File: src/rtl/reg_write_back.sv
// reg_write_back
// Write-back end of the multicycle CPU register file. Holds the 32x32
// register array, two registered read ports and a one-deep staged write
// port that commits on the edge after the request is accepted.
//
// Ports:
//   clk, reset             clock and synchronous active-high reset
//   rs_addr, rt_addr       read port addresses (from the read muxes)
//   rd_field               instruction rd field, a destination candidate
//   RegDst                 destination select: rt / rd / $31 / $0 (discard)
//   MemtoReg               data select: alu_out / mdr / pc_plus4 / zero
//   RegWrite               write request, sampled every rising edge
//   alu_out, mdr, pc_plus4 write-data sources
//   read_data1/2           registered contents of rs_addr / rt_addr
//   wb_busy                high while a staged write awaits commit
//   wb_done                one-cycle pulse in the cycle after a commit
//   wb_dst                 destination of the most recent commit
module reg_write_back #(
  parameter int DATA_W = 32,
  parameter int ADDR_W = 5
) (
  input  logic              clk,
  input  logic              reset,
  input  logic [ADDR_W-1:0] rs_addr,
  input  logic [ADDR_W-1:0] rt_addr,
  input  logic [ADDR_W-1:0] rd_field,
  input  logic [1:0]        RegDst,
  input  logic [1:0]        MemtoReg,
  input  logic              RegWrite,
  input  logic [DATA_W-1:0] alu_out,
  input  logic [DATA_W-1:0] mdr,
  input  logic [DATA_W-1:0] pc_plus4,
  output logic [DATA_W-1:0] read_data1,
  output logic [DATA_W-1:0] read_data2,
  output logic              wb_busy,
  output logic              wb_done,
  output logic [ADDR_W-1:0] wb_dst
);

  localparam int NREGS = 2 ** ADDR_W;

  localparam logic [0:0] IDLE   = 1'b0;
  localparam logic [0:0] COMMIT = 1'b1;

  logic [0:0]        state;
  logic [ADDR_W-1:0] dst_q;
  logic [DATA_W-1:0] data_q;
  logic [DATA_W-1:0] regs [NREGS];

  logic [ADDR_W-1:0] dst_sel;
  logic [DATA_W-1:0] data_sel;
  logic              bypass1;
  logic              bypass2;
  logic              committing;

  assign committing = (state == COMMIT);
  assign wb_busy    = committing;

  // Destination and data selection for the write being accepted this edge.
  // RegDst=3 targets $0, so the commit happens but the array is untouched.
  always_comb begin
    dst_sel = '0;
    case (RegDst)
      2'd0:    dst_sel = rt_addr;
      2'd1:    dst_sel = rd_field;
      2'd2:    dst_sel = ADDR_W'(31);
      default: dst_sel = '0;
    endcase

    data_sel = '0;
    case (MemtoReg)
      2'd0:    data_sel = alu_out;
      2'd1:    data_sel = mdr;
      2'd2:    data_sel = pc_plus4;
      default: data_sel = '0;
    endcase
  end

  // A read of the register being committed on this same edge must see the
  // new value, since the array itself only updates at this edge.
  assign bypass1 = committing && (dst_q == rs_addr) && (rs_addr != '0);
  assign bypass2 = committing && (dst_q == rt_addr) && (rt_addr != '0);

  always_ff @(posedge clk) begin
    if (reset) begin
      state      <= IDLE;
      dst_q      <= '0;
      data_q     <= '0;
      read_data1 <= '0;
      read_data2 <= '0;
      wb_done    <= 1'b0;
      wb_dst     <= '0;
      for (int i = 0; i < NREGS; i++) begin
        regs[i] <= '0;
      end
    end else begin
      wb_done <= committing;

      // $0 is never written, so regs[0] stays at its reset value of zero.
      if (committing) begin
        if (dst_q != '0) begin
          regs[dst_q] <= data_q;
        end
        wb_dst <= dst_q;
      end

      if (rs_addr == '0) begin
        read_data1 <= '0;
      end else if (bypass1) begin
        read_data1 <= data_q;
      end else begin
        read_data1 <= regs[rs_addr];
      end

      if (rt_addr == '0) begin
        read_data2 <= '0;
      end else if (bypass2) begin
        read_data2 <= data_q;
      end else begin
        read_data2 <= regs[rt_addr];
      end

      // A request in either state (re)loads the stage, which gives one
      // commit per cycle while RegWrite stays high.
      case (state)
        IDLE: begin
          if (RegWrite) begin
            dst_q  <= dst_sel;
            data_q <= data_sel;
            state  <= COMMIT;
          end
        end
        default: begin
          if (RegWrite) begin
            dst_q  <= dst_sel;
            data_q <= data_sel;
            state  <= COMMIT;
          end else begin
            state  <= IDLE;
          end
        end
      endcase
    end
  end

endmodule

File: config.mk
export PLATFORM = sky130hd
export DESIGN_NAME = reg_write_back
export DESIGN_NICKNAME = d
export VERILOG_FILES = /design/src/rtl/reg_write_back.sv
export SDC_FILE = /design/constraint.sdc
export NUM_CORES = 2
export LEC_CHECK = 0
export ABC_CLOCK_PERIOD_IN_PS = 5800
export CAP_MARGIN = 20
export CORE_MARGIN = 4
export CORE_UTILIZATION = 34
export CTS_CLUSTER_SIZE = 8
export DETAILED_ROUTE_END_ITERATION = 10
export GPL_TIMING_DRIVEN = 1
export PLACE_DENSITY = 0.58
export SYNTH_ARGS = -nofsm -noshare
export SYNTH_HDL_FRONTEND = slang
export SYNTH_SLANG_ARGS = --single-unit
File: constraint.sdc
create_clock -name clk -period 5.8 [get_ports clk]
set_input_delay 0.58 -clock clk [delete_from_list [all_inputs] [get_ports clk]]
set_output_delay 0.58 -clock clk [all_outputs]
set_load 0.01 [all_outputs]
==> reports/qor.yml <==
portBuffers: 188
arrival_ns: 3.84
r2r_end: "regs[28][19]"
ant_nets: 0
p_total_mw: 20.3
clock.fmax_mhz: 295
holdPathStages: 2
grt_pass1_vias: 39700
yosys.area.top_type: "edfxtp_1"
antenna_found_initial: 8
drt_wl_total_um: 208000
clk_path_buf_depth: 3
hp-class: "input pin to flip-flop"
ios: 189
synthTopCellsByCount: "1024 x edfxtp_1, 992 x and2_1, 452 x mux2i_1"
yosysWarningCount: 0
synth_area_per_cell_um2: 13.9
vias: 39100
grt_max_degree: 101
cp-start-kind: "flip-flop"
synth_edf_count: 1024
via_per_inst: 5.78
vdd_drop_max_v: 0.000276
grt_pass1_wl_um: 294000
h-tree-depth: 4
relSlewSlack: 0.221
path_clk_slew_ns: 0.05
ys_seq_area_frac: 0.555
final_max_slew_viol_count: 0
cp_max_fo: 19
route.detailed.drc: 0
min_to: "wb_dst[1]"
synthFlopType: "edfxtp_1"
holdBufCountCts: 0
worst_ep_required_time_ns: 6.25
grt_use_total: 0.226
rows: 152
cts_setup_buffers: 0
routedWlPerCell_um: 30.8
rsz0062_at_grt: "false"
p_leak_nw: 25.0
finalSetupViolCount: 0
core_region_area_mm2: 0.172
cap_viol_max_count: 0
die_w_um: 425
dp_hpwl_um: 120000
grt_overflow: 0
synth.most_common_cell: "edfxtp_1"
cts_num_sinks: 1132
worstSetupPathType: "flip-flop to flip-flop"
async_flop_share: 0
hold_violations: 0
period_needed_ns: 3.39
fin_setup_tns_ns: 0
syn_to_final_growth_pct: 15.7
ff2ff_path_depth: 5
clk_latency_ns: 0.78
die-area_mm2: 0.181
cts_resized: 0
status: "finished clean"
ys_seq_elements: 1132
numCtsBuffers: 159
worst_pin_slew_ns: 1.17
skew_ns: 0.0204
drive_above_1_share: 0.165
die_y_um: 425
nNetsFinal: 4462
reg2reg_slack_ns: 2.41
synth_top_area_share: 0.519
firstDrtPassIters: 6
gp_congestion: 0.837
worstReg2RegStart: "dst_q[4]"
drt_iter0_markers: 4277
yosys-top-cells-area: "edfxtp_1 52%, mux4_2 12%, and2_1 10%"
syn_area_mm2: 0.0593
cts_tree: "yes"
period_share: 0.585
power.density_mw_per_mm2: 297
min_from: "reset"
critPathCaptureType: "flip-flop"
cts_root_buf: "clkbuf_16"
initial_utilization: 0.344
syn-instance-count: 4270
synth.distinct_cells: 43
==> registers in the layout, summed over array words and instances, names as in the netlist <==
register and flops:
data_q 32, dst_q 5, read_data1 32, read_data2 32, regs 1024, wb_busy 1, wb_done 1, wb_dst 5
==> metal layers <==
metal  share of wire  track usage  vias to the layer above  routed length, µm
met3           0.073       0.0397                      492              15300
li1                -            -                    16600                  -
met5        0.000062            0                        -                 13
met2            0.49        0.383                     1818             102000
met4           0.055        0.113                        2              11400
met1            0.38        0.278                    20200              79700
==> cells in the final DEF, fill, tap and decap left out, types with 5 or more instances in the layout <==
master	netlist	final
and2_1	992	992
nor2_4	0	15
nor2_2	1	18
nand3b_1	5	5
o21bai_1	32	32
clkbuf_16	0	166
nor2b_1	37	34
o311ai_0	5	5
clkdlybuf4s50_1	0	177
mux2i_1	452	452
buf_4	48	125
o22ai_1	32	32
buf_8	4	12
clkbuf_1	294	94
nand2b_1	6	6
conb_1	1	32
edfxtp_1	1024	1024
inv_1	8	7
o21ai_0	68	37
nor3_1	34	34
xnor2_1	10	10
a21oi_1	102	102
a221oi_1	160	160
o21ai_4	0	31
dfxtp_1	108	108
mux4_2	320	320
a211oi_1	160	160
a22oi_1	64	64
buf_12	0	16
nor2_1	102	70
a211o_1	64	64
nand3_1	6	5
==> stage by stage <==
| stage | instance area, µm² | hold slack (ns) | util | instances | worst slack [ns] |
|---|---|---|---|---|---|
| final | 68600 | 0.238 | 0.397 | 6761 | 2.41 |
| after global routing | 68600 | 0.227 | 0.397 | 6758 | 2.29 |
| after CTS | 68500 | 0.188 | 0.397 | 6753 | 2.42 |
| after detailed placement | 63900 | 0.478 | 0.370 | 6488 | 2.07 |
| after global placement | 63700 | 0.477 | 0.369 | 6480 | 2.07 |
| after floorplan | 59400 | 0.494 | - | 4301 | 1.76 |
==> area by class of cell <==
class | instances | area, µm²
Antenna cell | 3 | 7.51
Clock buffer | 261 | 4520
Clock inverter | 4 | 57.6
Fill cell | 15900 | 104000
Inverter | 9 | 33.8
Multi-Input combinational cell | 2703 | 24800
Sequential cell | 1132 | 32900
Tap cell | 2310 | 2890
Timing Repair Buffer | 339 | 3360
==> worst max-delay path, cell delays in order, from the launching register on <==
cell     delay (ns)
dfxtp_1        0.57
or3_1          0.71
nand3_1        0.15
buf_4          0.30
o21ai_4        0.85
buf_4          0.45
==> worst max-delay path by stage <==
| stage | cells after the start | slack [ns] | endpoint | from |
|---|---|---|---|---|
| 4_1_cts | 5 | 2.42 | regs[28][11] | dst_q[4] |
| 2_1_floorplan | 6 | 1.76 | regs[13][0] | wb_busy |
| 5_1_grt | 5 | 2.29 | regs[28][12] | dst_q[4] |
| 6_report | 5 | 2.41 | regs[28][19] | dst_q[4] |
| 3_5_place_dp | 8 | 2.07 | read_data2[9] | rt_addr[0] |
| 3_3_place_gp | 8 | 2.07 | read_data2[9] | rt_addr[0] |
==> power breakdown <==
part	switching [mW]	internal [mW]	leakage (nW)
combinational	1.29	0.845	11.3
clock	3.51	5.25	2.19
sequential	0.253	9.20	11.5
total	5.05	15.3	25.0
==> cell families (layout without fill, tap and decap cells) <==
family	Yosys count	after routing	synth area share
buffers and inverters	466	613	0.0379
other	1	35	0.0000633
and+or+nand+nor	1196	1196	0.121
AOI/OAI and AO/OA	693	693	0.0859
muxes	772	772	0.198
xor gates and xnor gates	10	10	0.00148
DFF	1132	1132	0.555
Power figures use the tool's default switching activity.
